==> src/rtl/elastic_buffer.sv <==
// rtl/elastic_buffer.sv - valid/ready elastic buffer with flush, occupancy and optional fall-through
module elastic_buffer #(
    parameter int DLEN      = 32,
    parameter int DEPTH     = 4,
    parameter int AFULL_LVL = DEPTH - 1,
    parameter int OUT_REG   = 1
) (
    input  logic                         clk,
    input  logic                         rstn,
    input  logic                         i_flush,
    input  logic                         i_valid,
    output logic                         o_ready,
    input  logic [DLEN-1:0]              i_data,
    output logic                         o_valid,
    input  logic                         i_ready,
    output logic [DLEN-1:0]              o_data,
    output logic [$clog2(DEPTH+1)-1:0]   o_count,
    output logic                         o_afull
);

    localparam int PW = $clog2(DEPTH);
    localparam int CW = $clog2(DEPTH + 1);

    logic [DLEN-1:0] mem_q [DEPTH];
    logic [PW-1:0]   wr_ptr_q, wr_ptr_d;
    logic [PW-1:0]   rd_ptr_q, rd_ptr_d;
    logic [CW-1:0]   count_q, count_d;

    logic empty;
    logic use_bypass;
    logic push;
    logic pop;
    logic wr_en;
    logic rd_en;

    // o_ready looks only at registered state, so the downstream ready never
    // reaches upstream combinationally.
    always_comb begin
        empty      = (count_q == '0);
        use_bypass = (OUT_REG == 0) && empty;
        o_ready    = rstn & ~i_flush & (count_q < CW'(DEPTH));

        if (use_bypass) begin
            o_valid = i_valid & rstn & ~i_flush;
        end else begin
            o_valid = ~empty & rstn & ~i_flush;
        end

        o_data = '0;
        if (o_valid) begin
            o_data = use_bypass ? i_data : mem_q[rd_ptr_q];
        end

        push = i_valid & o_ready;
        pop  = o_valid & i_ready;

        // A bypassed beat that is consumed immediately never touches storage.
        wr_en = push & ~(use_bypass & pop);
        rd_en = pop & ~use_bypass;
    end

    always_comb begin
        wr_ptr_d = wr_ptr_q;
        rd_ptr_d = rd_ptr_q;
        count_d  = count_q;
        if (i_flush) begin
            wr_ptr_d = '0;
            rd_ptr_d = '0;
            count_d  = '0;
        end else begin
            if (wr_en) begin
                wr_ptr_d = wr_ptr_q + PW'(1);
            end
            if (rd_en) begin
                rd_ptr_d = rd_ptr_q + PW'(1);
            end
            case ({wr_en, rd_en})
                2'b10:   count_d = count_q + CW'(1);
                2'b01:   count_d = count_q - CW'(1);
                default: count_d = count_q;
            endcase
        end
    end

    always_ff @(posedge clk) begin
        if (!rstn) begin
            wr_ptr_q <= '0;
            rd_ptr_q <= '0;
            count_q  <= '0;
        end else begin
            wr_ptr_q <= wr_ptr_d;
            rd_ptr_q <= rd_ptr_d;
            count_q  <= count_d;
        end
    end

    always_ff @(posedge clk) begin
        if (wr_en) begin
            mem_q[wr_ptr_q] <= i_data;
        end
    end

    assign o_count = rstn ? count_q : '0;
    assign o_afull = rstn & (count_q >= CW'(AFULL_LVL));

endmodule

==> config.mk <==
export PLATFORM = sky130hd
export DESIGN_NAME = elastic_buffer
export DESIGN_NICKNAME = d
export VERILOG_FILES = /design/src/rtl/elastic_buffer.sv
export SDC_FILE = /design/constraint.sdc
export NUM_CORES = 1
export LEC_CHECK = 0
export ABC_CLOCK_PERIOD_IN_PS = 4300
export CAP_MARGIN = 20
export CELL_PAD_IN_SITES_DETAIL_PLACEMENT = 0
export CELL_PAD_IN_SITES_GLOBAL_PLACEMENT = 1
export CORE_AREA = 2 2 106 108
export CTS_BUF_LIST = sky130_fd_sc_hd__clkbuf_8
export DETAILED_ROUTE_END_ITERATION = 10
export DIE_AREA = 0 0 108 110
export PLACE_DENSITY = 0.93
export RECOVER_POWER = 100
export SYNTH_ARGS = -nofsm -noshare
export SYNTH_HDL_FRONTEND = slang
export SYNTH_SLANG_ARGS = --single-unit
==> constraint.sdc <==
create_clock -name clk -period 4.3 [get_ports clk]
set_input_delay 0.645 -clock clk [delete_from_list [all_inputs] [get_ports clk]]
set_output_delay 0.645 -clock clk [all_outputs]
set_load 0.02 [all_outputs]
== After elaboration in Yosys (flattened, before gate mapping) ==
Memories as Yosys holds them, arrays and structs flattened. A register that Yosys moved wholly into a read port is not among the register bits.
Cells that the tools add are included.

* Reductions and logical operators: 3
* Bitwise gates (word level): 10
* $add $sub $neg: 4
* Multiplexer cells: 7
* Order comparisons: 2
* Equal/unequal tests: 2

{| class="wikitable"
|+ Operators by type and width
! kind !! number
|-
| $mux 32 || 1
|-
| $and 1x1->1 || 7
|-
| $pmux 3 s2 || 1
|-
| $add 2x1->2 const B || 2
|-
| $mux 2 || 2
|-
| $add 3x1->3 const B || 1
|-
| $ge 3x2->1 const B || 1
|-
| $logic_not 3->1 || 1
|-
| $lt 3x3->1 const B || 1
|-
| $mux 3 || 1
|-
| $not 1->1 || 3
|-
| $sub 3x1->3 const B || 1
|-
| $eq 2x1->1 const B || 1
|-
| $eq 2x2->1 const B || 1
|-
| $mux 1 || 2
|-
| $reduce_bool 2->1 || 1
|-
| $reduce_or 2->1 || 1
|}

* Bits in writable memories: 128
* Output and inout port bits: 38
* Bits in registers: 7
* Memories kept: 1
* Word-level logic and storage cells: 32

{| class="wikitable"
|+ Memories
! memory !! words !! width !! rd ports !! clocked after Yosys merged registers in !! write ports !! line !! RTL
|-
| mem_q || 4 || 32 || 1 || 1 || 1 || 24 || <nowiki>logic [DLEN-1:0] mem_q [DEPTH];</nowiki>
|}

== Depth between registers and ports, before layout ==
Gate-level depths: netlist of the first run.

* Word-level depth: 7
* Mapped depth: 9

== Least setup slack after synthesis of the first run ==
No wires, ideal clock.

* Path kind: in2reg
* Start point: input port i_flush
* End point: register count_q[2]
* Required time: 4229 ps
* Stages on the path: 9
* Library setup time: 71 ps
* Data arrival time: 2255 ps
* Setup slack: 1974 ps
* Cell sequence: nand2b_1 clkbuf_1 nor2_1 ha_1 inv_1 fa_1 xor2_1 or3_1 a21oi_1

{| class="wikitable"
|+ RTL lines
! what !! line !! RTL
|-
| start, declared || 10 || <nowiki>input logic i_flush,</nowiki>
|-
| $not 1->1 * || 46 || <nowiki>o_valid = ~empty & rstn & ~i_flush;</nowiki>
|-
| $and 1x1->1 * || 46 ||
|-
| $and 1x1->1 * || 55 || <nowiki>pop = o_valid & i_ready;</nowiki>
|-
| named net pop || 32 || <nowiki>logic pop;</nowiki>
|-
| $eq 2x1->1 / $eq 2x2->1 (equally long branches) || 77 || <nowiki>case ({wr_en, rd_en})</nowiki>
|-
| $pmux 3 s2 / $reduce_bool 2->1 (equally long branches) || - ||
|-
| end signal, assigned || 93 || <nowiki>count_q <= count_d;</nowiki>
|-
| end, declared || 27 || <nowiki>logic [CW-1:0] count_q, count_d;</nowiki>
|}

Mark *: on every way through the listed nets, which the timed path passes. The rest lies on a longest branch.
A chain may end at the register's enable or synchronous reset.

==> impl_metrics.env, run 1 <==
export IMPL_grt_pass1_wl_um=14400
export IMPL_cts_buffer_depth=2
export IMPL_start_kind="flop"
export IMPL_synth_area_leader_cell="edfxtp_1"
export IMPL_crit_slowest_cell="dfxtp_2"
export IMPL_post_route_period_util_pct=86.0
export IMPL_skew_ns=0.0122
export IMPL_finalHoldViolCount=0
export IMPL_fp_dieW_um=108
export IMPL_yosysUniqueCellTypes=28
export IMPL_drive_above_1_share_pct=26.1
export IMPL_p_per_area_nw_per_um2=393
export IMPL_share_comb_of_total_power_pct=3.1
export IMPL_post_dp_cell_area_um2=6440
export IMPL_cts_tree="yes"
export IMPL_yosysTopAreaCellShare_pct=68.5
export IMPL_postLayoutCellArea_um2=6860
export IMPL_swShare_pct=18.5
export IMPL_seq_area_um2=4030
export IMPL_multi_input_area_um2=1440
export IMPL_gr_usage_all_layers_pct=16.9
export IMPL_hold_ws_ns=0.539
export IMPL_worstPathRequired_ns=3.65
export IMPL_chipHeight_um=110
export IMPL_ctsHoldBuffers=0
export IMPL_antenna_found_initial=0
export IMPL_initial_core_util_pct=52.5
export IMPL_dieArea_um2=11900
export IMPL_drc=0
export IMPL_intPower_mw=2.20
export IMPL_rr_worst_depth=3
export IMPL_hold_depth=2
export IMPL_overflow=0
export IMPL_worstPathArrival_ns=3.05
export IMPL_critPathCaptureType="output pin"
export IMPL_dp_slack_ns=0.900
export IMPL_dp_hpwl_um=5430
export IMPL_synthCells=260
export IMPL_grt_setup_unrepaired="no"
export IMPL_synthArstFlopShare_pct=0
export IMPL_synth_common_cells="128 x edfxtp_1, 32 x mux4_2, 30 x nor2b_4"
export IMPL_timing_fmax_mhz=270
export IMPL_synth_area_top_cells="edfxtp_1 68%, mux4_2 13%, nor2b_4 7.4%"
export IMPL_routabilityCongestion=0.719
export IMPL_cp_cell_sequence="clkbuf_1 -> mux4_2 -> nor2b_4 -> clkdlybuf4s50_1"
export IMPL_slew_viol_final=132
export IMPL_synth_most_common_cell="edfxtp_1"
export IMPL_synth_seq_area_share_pct=71.7
export IMPL_r2r_slack_ns=1.01
export IMPL_firstDrtPassIters=4
export IMPL_min_period_ns=3.70
export IMPL_hold_path_class="flop to flop"
export IMPL_violations="capacitance limit, slew limit"
export IMPL_drt_iter0_drc=130
export IMPL_post_drt_wl_per_cell_um=18.5
export IMPL_synth_avg_cell_area_um2=21.6
export IMPL_fin_ws_ns=0.602
export IMPL_seqPwrFrac_pct=54.6
export IMPL_antenna_cells=0
export IMPL_grt_max_degree=34
export IMPL_r2r_start="count_q[2]$_SDFFE_PP0P_"
export IMPL_vias_per_cell=5.29
export IMPL_finalSetupViolCount=0
export IMPL_routed_via_count=2630
export IMPL_r2r_end="mem_q[3][28]$_DFFE_PP_"
export IMPL_outcome="finished with violations"
export IMPL_ir_drop_v=0.000209
export IMPL_post_cts_resized=0
export IMPL_ys_dominant_reg_cell="edfxtp_1"
export IMPL_cts_root_buf="clkbuf_8"
export IMPL_core_area_um2=10700
export IMPL_ant_nets=0
export IMPL_yosysWarnings=0
export IMPL_synth_edf_count=128
export IMPL_areaGrowthSynthToFinish_pct=22.3
export IMPL_fin_tns_setup_ns=0
export IMPL_numCtsBuffers=17
export IMPL_slowest_delay_ns=0.80
export IMPL_io_pins=75
export IMPL_cp_max_fo=20
export IMPL_p_leak_nw=2.30
export IMPL_nFillCells=767
export IMPL_min_from="rd_ptr_q[1]$_SDFFE_PP0P_"
export IMPL_cap_violations=4
export IMPL_path_clk_slew_ns=0.07
export IMPL_worst_pin_slew_ns=2.44
export IMPL_power_mw=2.70
export IMPL_ys_ff_latch=137
export IMPL_syn_area_um2=5610
export IMPL_clk_latency_ns=0.42
export IMPL_rows=38
export IMPL_clock_sinks=137
export IMPL_postCtsSetupBuffers=0
export IMPL_critPathKind="flop to output pin"
export IMPL_htree_levels=4
export IMPL_wirelength_um=9190
export IMPL_io_buffers=74
export IMPL_grt_pass1_vias=2761
export IMPL_synth_nets=303
export IMPL_layout_nets=388
export IMPL_max_slew_margin_pct=-62.9
export IMPL_p_sw_uw=500
export IMPL_pwr_share_clk_pct=42.2
-- power groups by stage --
stage               logic [mW]  registers (mW)  clock network [mW]
finish                  0.0847            1.47                1.14
global route            0.0915            1.47                1.22
CTS                     0.0933            1.47                1.16
detailed placement      0.0926            1.50                   0
global placement        0.0891            1.50                   0
floorplan               0.0374            1.50                   0
-- critical path: cells and delay by family (launching register included) --
| family | cells | cell delay, ns |
|---|---|---|
| buf+inv | 2 | 1.10 |
| flops | 1 | 0.80 |
| mux | 1 | 0.58 |
| simple gates | 1 | 0.14 |
-- sequential cells by signal, summed over array words and instances (netlist names), named ones only --
register,cells
count_q,3
wr_ptr_q,2
rd_ptr_q,2
mem_q,128
-- cell usage in the layout (no fill, tap or decap) --
| cell type | count |
|---|---|
| or2_4 | 1 |
| edfxtp_1 | 128 |
| dlygate4sd3_1 | 62 |
| or3_1 | 1 |
| nand2_1 | 1 |
| clkdlybuf4s50_1 | 12 |
| nor3_1 | 1 |
| bufinv_16 | 5 |
| fa_1 | 1 |
| a21oi_1 | 2 |
| a21o_1 | 1 |
| nor4bb_1 | 1 |
| and2_0 | 4 |
| o31ai_1 | 2 |
| nor2_1 | 9 |
| clkinvlp_4 | 3 |
| clkinv_4 | 1 |
| inv_1 | 8 |
| nand2b_1 | 1 |
| ha_1 | 5 |
| o311ai_1 | 1 |
| clkbuf_1 | 3 |
| xor2_1 | 4 |
| clkinv_1 | 3 |
| dfxtp_2 | 2 |
| and2_1 | 3 |
| o21ai_0 | 1 |
| nor2b_4 | 30 |
| xnor2_1 | 1 |
| inv_6 | 1 |
| nor2b_1 | 2 |
| buf_4 | 1 |
| mux4_2 | 32 |
| clkbuf_8 | 17 |
| dfxtp_1 | 7 |
-- cell type report --
type,count,share of cell area [%]
timing repair buffer,78,11.1
sequential,137,58.7
tap,140,2.55
clock buffer,17,3.41
clock inverter,14,2.99
inverter,7,0.383
multi-input combinational,104,20.9
-- cell families (layout without fill, tap and decap cells) --
family                   count (synthesis)  in the layout  share of synthesized area (%)
flip-flops                             137            137                           71.7
XOR/XNOR                                 5              5                          0.780
multiplexers                            32             32                           12.8
AND/OR/NAND/NOR                         54             54                           9.68
AO/OA/AOI/OAI                            7              7                          0.825
buffers and inverters                   19            116                           2.70
adder cells (fa/ha/maj)                  6              6                           1.47
-- worst max-delay path by stage --
stage / start / endpoint / slack [ns] / depth (start not counted)
3_5_place_dp: i_flush / o_valid / 0.90 / 5
3_3_place_gp: i_flush / o_data[31] / 0.92 / 5
2_1_floorplan: i_flush / count_q[2]$_SDFFE_PP0P_ / 1.97 / 9
4_1_cts: flop / o_data[6] / 0.77 / 4
6_report: flop / o_data[7] / 0.60 / 4
5_1_grt: flop / o_data[3] / 0.32 / 4
-- per-stage QoR --
| stage | util (%) | cells |
|---|---|---|
| 3_5_place_dp | 60.2 | 466 |
| 3_3_place_gp | 60.2 | 466 |
| 4_1_cts | 64.3 | 497 |
| 6_report | 64.2 | 497 |
| 5_1_grt | 64.2 | 497 |
| 2_1_floorplan | - | 260 |
-- metal layers --
metal  vias to the layer above  global-route usage (%)  wire length (um)
met5                         -                       0                 0
met4                         0                    3.85                32
met3                         4                    6.06               420
met2                        72                    28.3              4820
met1                      1364                    21.3              3920
li1                       1190                       -                 -
No activity file was read; power rests on OpenSTA's default activity.
==> inputs of run 2 (changes only) <==
--- a/config.mk
+++ b/config.mk
@@ -5,15 +5,17 @@
 export SDC_FILE = /design/constraint.sdc
 export NUM_CORES = 1
 export LEC_CHECK = 0
+export ABC_AREA = 1
 export ABC_CLOCK_PERIOD_IN_PS = 4300
 export CAP_MARGIN = 20
 export CELL_PAD_IN_SITES_DETAIL_PLACEMENT = 0
 export CELL_PAD_IN_SITES_GLOBAL_PLACEMENT = 1
-export CORE_AREA = 2 2 106 108
+export CORE_AREA = 2 2 110 112
 export CTS_BUF_LIST = sky130_fd_sc_hd__clkbuf_8
+export CTS_CLUSTER_SIZE = 24
 export DETAILED_ROUTE_END_ITERATION = 10
-export DIE_AREA = 0 0 108 110
-export PLACE_DENSITY = 0.93
+export DIE_AREA = 0 0 112 114
+export PLACE_DENSITY = 0.92
 export RECOVER_POWER = 100
 export SYNTH_ARGS = -nofsm -noshare
 export SYNTH_HDL_FRONTEND = slang
==> impl_metrics.env, run 2 <==
export IMPL_outcome="finished with violations"
export IMPL_violations="capacitance limit, slew limit"
export IMPL_cp_cell_sequence="dlygate4sd3_1 -> clkinv_1 -> nor2_1 -> nand2_4 -> a21oi_1 -> dlygate4sd3_1"
export IMPL_io_buffers=74
export IMPL_finalHoldViolCount=0
export IMPL_start_kind="input pin"
export IMPL_max_slew_margin_pct=-0.306
export IMPL_post_route_period_util_pct=87.5
export IMPL_layout_common_cells="137 x nor2_1, 128 x edfxtp_1, 69 x dlygate4sd3_1"
export IMPL_max_flop_register="mem_q"
export IMPL_min_period_ns=3.76
export IMPL_min_from="rd_ptr_q[1]$_SDFFE_PP0P_"
export IMPL_yosysWarnings=0
export IMPL_grt_max_degree=65
export IMPL_dp_cells=663
export IMPL_yosysUniqueCellTypes=24
export IMPL_post_dp_cell_area_um2=6400
export IMPL_numCtsBuffers=17
export IMPL_r2r_slack_ns=1.23
export IMPL_cts_buffer_depth=2
export IMPL_timing_fmax_mhz=266
export IMPL_cts_root_buf="clkbuf_8"
export IMPL_p_leak_nw=2.51
export IMPL_ir_drop_v=0.000271
export IMPL_initial_core_util_pct=47.2
export IMPL_finalNonFillerCells=695
export IMPL_final_common_cell="nor2_1"
export IMPL_gr_usage_all_layers_pct=17.6
export IMPL_drc=0
export IMPL_synth_common_cells="137 x nor2_1, 128 x edfxtp_1, 43 x o21ai_1"
export IMPL_slowest_delay_ns=0.71
export IMPL_worstPathArrival_ns=3.12
export IMPL_path_clk_slew_ns=0.07
export IMPL_cap_violations=1
export IMPL_largest_reg_flops=128
export IMPL_layout_nets=578
export IMPL_cts_tree="yes"
export IMPL_clk_latency_ns=0.42
export IMPL_critPathKind="input pin to output pin"
export IMPL_clock_sinks=137
export IMPL_synth_most_common_cell="nor2_1"
export IMPL_fp_dieW_um=112
export IMPL_synth_area_leader_cell="edfxtp_1"
export IMPL_synth_seq_area_share_pct=72.8
export IMPL_rows=40
export IMPL_reg_top3="mem_q x128, count_q x3"
export IMPL_postLayoutCellArea_um2=6800
export IMPL_worstSetupEndpoint="o_data[1]"
export IMPL_slew_viol_final=1
export IMPL_synthArstFlopShare_pct=0
export IMPL_firstDrtPassIters=5
export IMPL_cp_common_cell="dlygate4sd3_1"
export IMPL_fin_tns_setup_ns=0
export IMPL_cp_startpoint="rstn"
export IMPL_core_area_um2=11700
export IMPL_yosysTopAreaCellShare_pct=69.6
export IMPL_postCtsSetupBuffers=0
export IMPL_synthCells=456
export IMPL_antenna_found_initial=1
export IMPL_areaGrowthSynthToFinish_pct=23.1
export IMPL_htree_levels=4
export IMPL_post_drt_wl_per_cell_um=15.6
export IMPL_r2r_start="count_q[2]$_SDFFE_PP0P_"
export IMPL_skew_ns=0.00875
export IMPL_ys_ff_latch=137
export IMPL_synth_edf_count=128
export IMPL_r2r_end="mem_q[3][20]$_DFFE_PP_"
export IMPL_routed_via_count=3541
export IMPL_io_pins=75
export IMPL_vias_per_cell=5.09
export IMPL_drt_iter0_drc=220
export IMPL_wirelength_um=10900
export IMPL_grt_pass1_wl_um=17100
export IMPL_ys_dominant_reg_cell="edfxtp_1"
export IMPL_cp_max_fo=33
export IMPL_synth_area_top_cells="edfxtp_1 70%, nor2_1 9.3%, o21ai_1 3.9%"
export IMPL_dieArea_um2=12800
export IMPL_chipHeight_um=114
export IMPL_p_per_area_nw_per_um2=405
export IMPL_critPathCaptureType="output pin"
export IMPL_rr_worst_depth=4
export IMPL_ant_nets=0
export IMPL_ctsHoldBuffers=0
export IMPL_worst_pin_slew_ns=1.50
export IMPL_worstPathRequired_ns=3.65
export IMPL_routabilityCongestion=0.757
export IMPL_overflow=0
export IMPL_syn_area_um2=5520
export IMPL_finalSetupViolCount=0
export IMPL_dp_hpwl_um=6490
export IMPL_synth_avg_cell_area_um2=12.1
export IMPL_hold_path_class="flop to flop"
export IMPL_grt_pass1_vias=3438
export IMPL_crit_slowest_cell="dlygate4sd3_1"
export IMPL_post_cts_resized=0
export IMPL_drive_above_1_share_pct=7.31
export IMPL_grt_setup_unrepaired="no"
export IMPL_synth_nets=499
run 2: changes by cell type in the layout (fill, tap and decap cells not counted), sizes merged, moves of 15 or more:
cell   before  now
mux4       32    0
a21oi       2   35
inv         9   24
nor2        9  139
o21ai       1   67
nand2       1   17
nor2b      32    0
run 2: layout make-up:
class	instances	area [um^2]
Antenna cell	1	2.50
Clock buffer	17	234
Clock inverter	14	230
Fill cell	976	4910
Inverter	24	90.1
Multi-Input combinational cell	272	1240
Sequential cell	137	4030
Tap cell	147	184
Timing Repair Buffer	83	791
run 2: worst min-delay path by stage:
stage | cells past startpoint | end | slack (ns)
finish | 2 | rd_ptr_q[1]$_SDFFE_PP0P_ | 0.52
floorplan | 1 | count_q[0]$_SDFFE_PP0P_ | 0.46
CTS | 2 | rd_ptr_q[1]$_SDFFE_PP0P_ | 0.52
global placement | 1 | count_q[0]$_SDFFE_PP0P_ | 0.48
detailed placement | 2 | rd_ptr_q[1]$_SDFFE_PP0P_ | 0.51
global route | 1 | count_q[0]$_SDFFE_PP0P_ | 0.55
run 2: report_power, final:
group	internal (mW)	switching, mW	leakage [nW]	total, mW
Clock	0.741	0.457	0.230	1.20
Combinational	0.0362	0.0462	1.05	0.0825
Sequential	1.47	0.00318	1.23	1.47
run 2: cells by family (layout without fill, tap and decap cells):
family	after synthesis	in the layout	share of synthesized area, %
AND/OR/NAND/NOR	163	163	12.0
flip-flops	137	137	72.8
AO/OA/AOI/OAI	102	102	9.24
buffers and inverters	47	138	4.26
adder cells (fa/ha/maj)	6	6	1.49
XOR/XNOR	1	1	0.159
other	0	1	0
run 2: through the flow:
| step | hold slack [ns] | setup WS (ns) | util [%] | power [mW] |
|---|---|---|---|---|
| 2_1_floorplan | 0.456 | 1.41 | - | 1.53 |
| 3_3_place_gp | 0.475 | 0.998 | 54.7 | 1.59 |
| 3_5_place_dp | 0.506 | 0.999 | 54.7 | 1.60 |
| 4_1_cts | 0.517 | 0.675 | 58.6 | 2.79 |
| 5_1_grt | 0.551 | 0.264 | 58.0 | 2.84 |
| 6_report | 0.515 | 0.539 | 58.1 | 2.75 |
run 2: per-layer routing:
layer	GRT usage [%]	vias up	routed length (um)
met4	5.28	2	69
met2	30.6	102	5620
li1	-	1739	-
met1	21.7	1692	4590
met5	0	-	12
met3	4.78	6	587
run 2: critical path, delay by kind of cell:
family,cells,cell delay (ns)
buffers and inverters,3,1.40
AND/OR/NAND/NOR,2,0.78
AO/OA/AOI/OAI,1,0.28
==> inputs of run 3 (changes only) <==
--- a/config.mk
+++ b/config.mk
@@ -11,7 +11,7 @@
 export CELL_PAD_IN_SITES_DETAIL_PLACEMENT = 0
 export CELL_PAD_IN_SITES_GLOBAL_PLACEMENT = 1
 export CORE_AREA = 2 2 110 112
-export CTS_BUF_LIST = sky130_fd_sc_hd__clkbuf_8
+export CTS_BUF_LIST = sky130_fd_sc_hd__clkbuf_4
 export CTS_CLUSTER_SIZE = 24
 export DETAILED_ROUTE_END_ITERATION = 10
 export DIE_AREA = 0 0 112 114
==> impl_metrics.env, run 3 (synthesis results as in run 2) <==
export IMPL_final_util_pct=57.2
export IMPL_cts_tree="yes"
export IMPL_reg_top3="mem_q x128, count_q x3"
export IMPL_final_common_cell="nor2_1"
export IMPL_htree_levels=4
export IMPL_io_pins=75
export IMPL_areaGrowthSynthToFinish_pct=21.2
export IMPL_worstPathArrival_ns=3.15
export IMPL_critPathKind="input pin to output pin"
export IMPL_overflow=0
export IMPL_post_cts_resized=0
export IMPL_wirelength_um=10900
export IMPL_postCtsSetupBuffers=0
export IMPL_dieArea_um2=12800
export IMPL_layout_nets=578
export IMPL_routed_via_count=3533
export IMPL_numCtsBuffers=17
export IMPL_drive_above_1_share_pct=7.31
export IMPL_max_slew_margin_pct=-43.6
export IMPL_timing_fmax_mhz=264
export IMPL_p_leak_nw=2.47
export IMPL_worst_pin_slew_ns=2.15
export IMPL_max_flop_register="mem_q"
export IMPL_outcome="finished with violations"
export IMPL_fin_tns_setup_ns=0
export IMPL_ir_drop_v=0.000196
export IMPL_violations="capacitance limit, slew limit"
export IMPL_rows=40
export IMPL_finalSetupViolCount=0
export IMPL_worstPathRequired_ns=3.65
export IMPL_cap_violations=3
export IMPL_path_clk_slew_ns=0.10
export IMPL_fp_dieW_um=112
export IMPL_start_kind="input pin"
export IMPL_layout_common_cells="138 x nor2_1, 128 x edfxtp_1, 70 x dlygate4sd3_1"
export IMPL_cts_buffer_depth=2
export IMPL_clock_sinks=137
export IMPL_hold_path_class="flop to flop"
export IMPL_grt_pass1_vias=3457
export IMPL_firstDrtPassIters=5
export IMPL_slew_viol_final=51
export IMPL_clk_latency_ns=0.51
export IMPL_skew_ns=0.0115
export IMPL_p_per_area_nw_per_um2=384
export IMPL_drc=0
export IMPL_initial_core_util_pct=47.2
export IMPL_grt_pass1_wl_um=17100
export IMPL_grt_setup_unrepaired="no"
export IMPL_post_drt_wl_per_cell_um=15.6
export IMPL_chipHeight_um=114
export IMPL_ctsHoldBuffers=0
export IMPL_min_period_ns=3.79
export IMPL_core_area_um2=11700
export IMPL_critPathCaptureType="output pin"
export IMPL_gr_usage_all_layers_pct=17.7
export IMPL_cp_max_fo=33
export IMPL_io_buffers=74
export IMPL_dp_hpwl_um=6490
export IMPL_vias_per_cell=5.08
export IMPL_post_route_period_util_pct=88.2
export IMPL_drt_iter0_drc=187
export IMPL_antenna_found_initial=3
export IMPL_finalHoldViolCount=0
export IMPL_largest_reg_flops=128
export IMPL_cts_root_buf="clkbuf_4"
export IMPL_grt_max_degree=65
export IMPL_ant_nets=0
export IMPL_routabilityCongestion=0.757
==> run 3: cell types whose count changed in the layout (fill, tap and decap cells not counted), sizes merged <==
cell / change
buf: +1
clkdlybuf4s50: -1
diode: +1
dlygate4sd3: +1
inv: -1
==> run 3: power breakdown <==
group          total (mW)  switching, mW  leakage, nW  internal (mW)
combinational      0.0821         0.0460         1.05         0.0362
sequential           1.47        0.00322         1.23           1.47
clock                1.02          0.439        0.186          0.579
total                2.57          0.488         2.47           2.08
==> run 3: path summary, 6_finish.rpt <==
| path | from | slack (ns) | cells after the start | end |
|---|---|---|---|---|
| min reg2reg | wr_ptr_q[1]$_SDFFE_PP0P_ | 0.52 | 2 | wr_ptr_q[1]$_SDFFE_PP0P_ |
| min | wr_ptr_q[1]$_SDFFE_PP0P_ | 0.52 | 2 | wr_ptr_q[1]$_SDFFE_PP0P_ |
| max reg2reg | count_q[2]$_SDFFE_PP0P_ | 1.13 | 4 | mem_q[2][20]$_DFFE_PP_ |
| max | rstn | 0.51 | 6 | o_data[31] |
==> run 3: critical path, stage by stage <==
cell	delay (ns)
dlygate4sd3_1	0.61
clkinv_1	0.08
nor2_1	0.42
nand2_4	0.36
a21oi_1	0.31
dlygate4sd3_1	0.72
==> run 3: cell type report <==
| class | count | area (um^2) |
|---|---|---|
| Tap cell | 147 | 184 |
| Clock inverter | 13 | 226 |
| Fill cell | 987 | 5020 |
| Sequential cell | 137 | 4030 |
| Multi-Input combinational cell | 272 | 1240 |
| Antenna cell | 2 | 5.00 |
| Inverter | 24 | 90.1 |
| Clock buffer | 18 | 135 |
| Timing Repair Buffer | 83 | 793 |
==> run 3: layer usage <==
layer / track usage (%) / part of all wire, %
met1: 21.2 / 42
met2: 30.8 / 52
met3: 4.78 / 5.1
met4: 6.67 / 1.2
met5: 0 / 0.16
==> run 3: through the flow <==
stage	hold WS [ns]	power [mW]	instance area (um^2)	cells	setup WS, ns
final	0.521	2.57	6700	696	0.507
after global routing	0.558	2.65	6700	696	0.254
after CTS	0.522	2.60	6760	694	0.563
after detailed placement	0.506	1.60	6400	663	0.999
after global placement	0.475	1.59	6400	663	0.998
after floorplan	0.456	1.53	5520	456	1.41
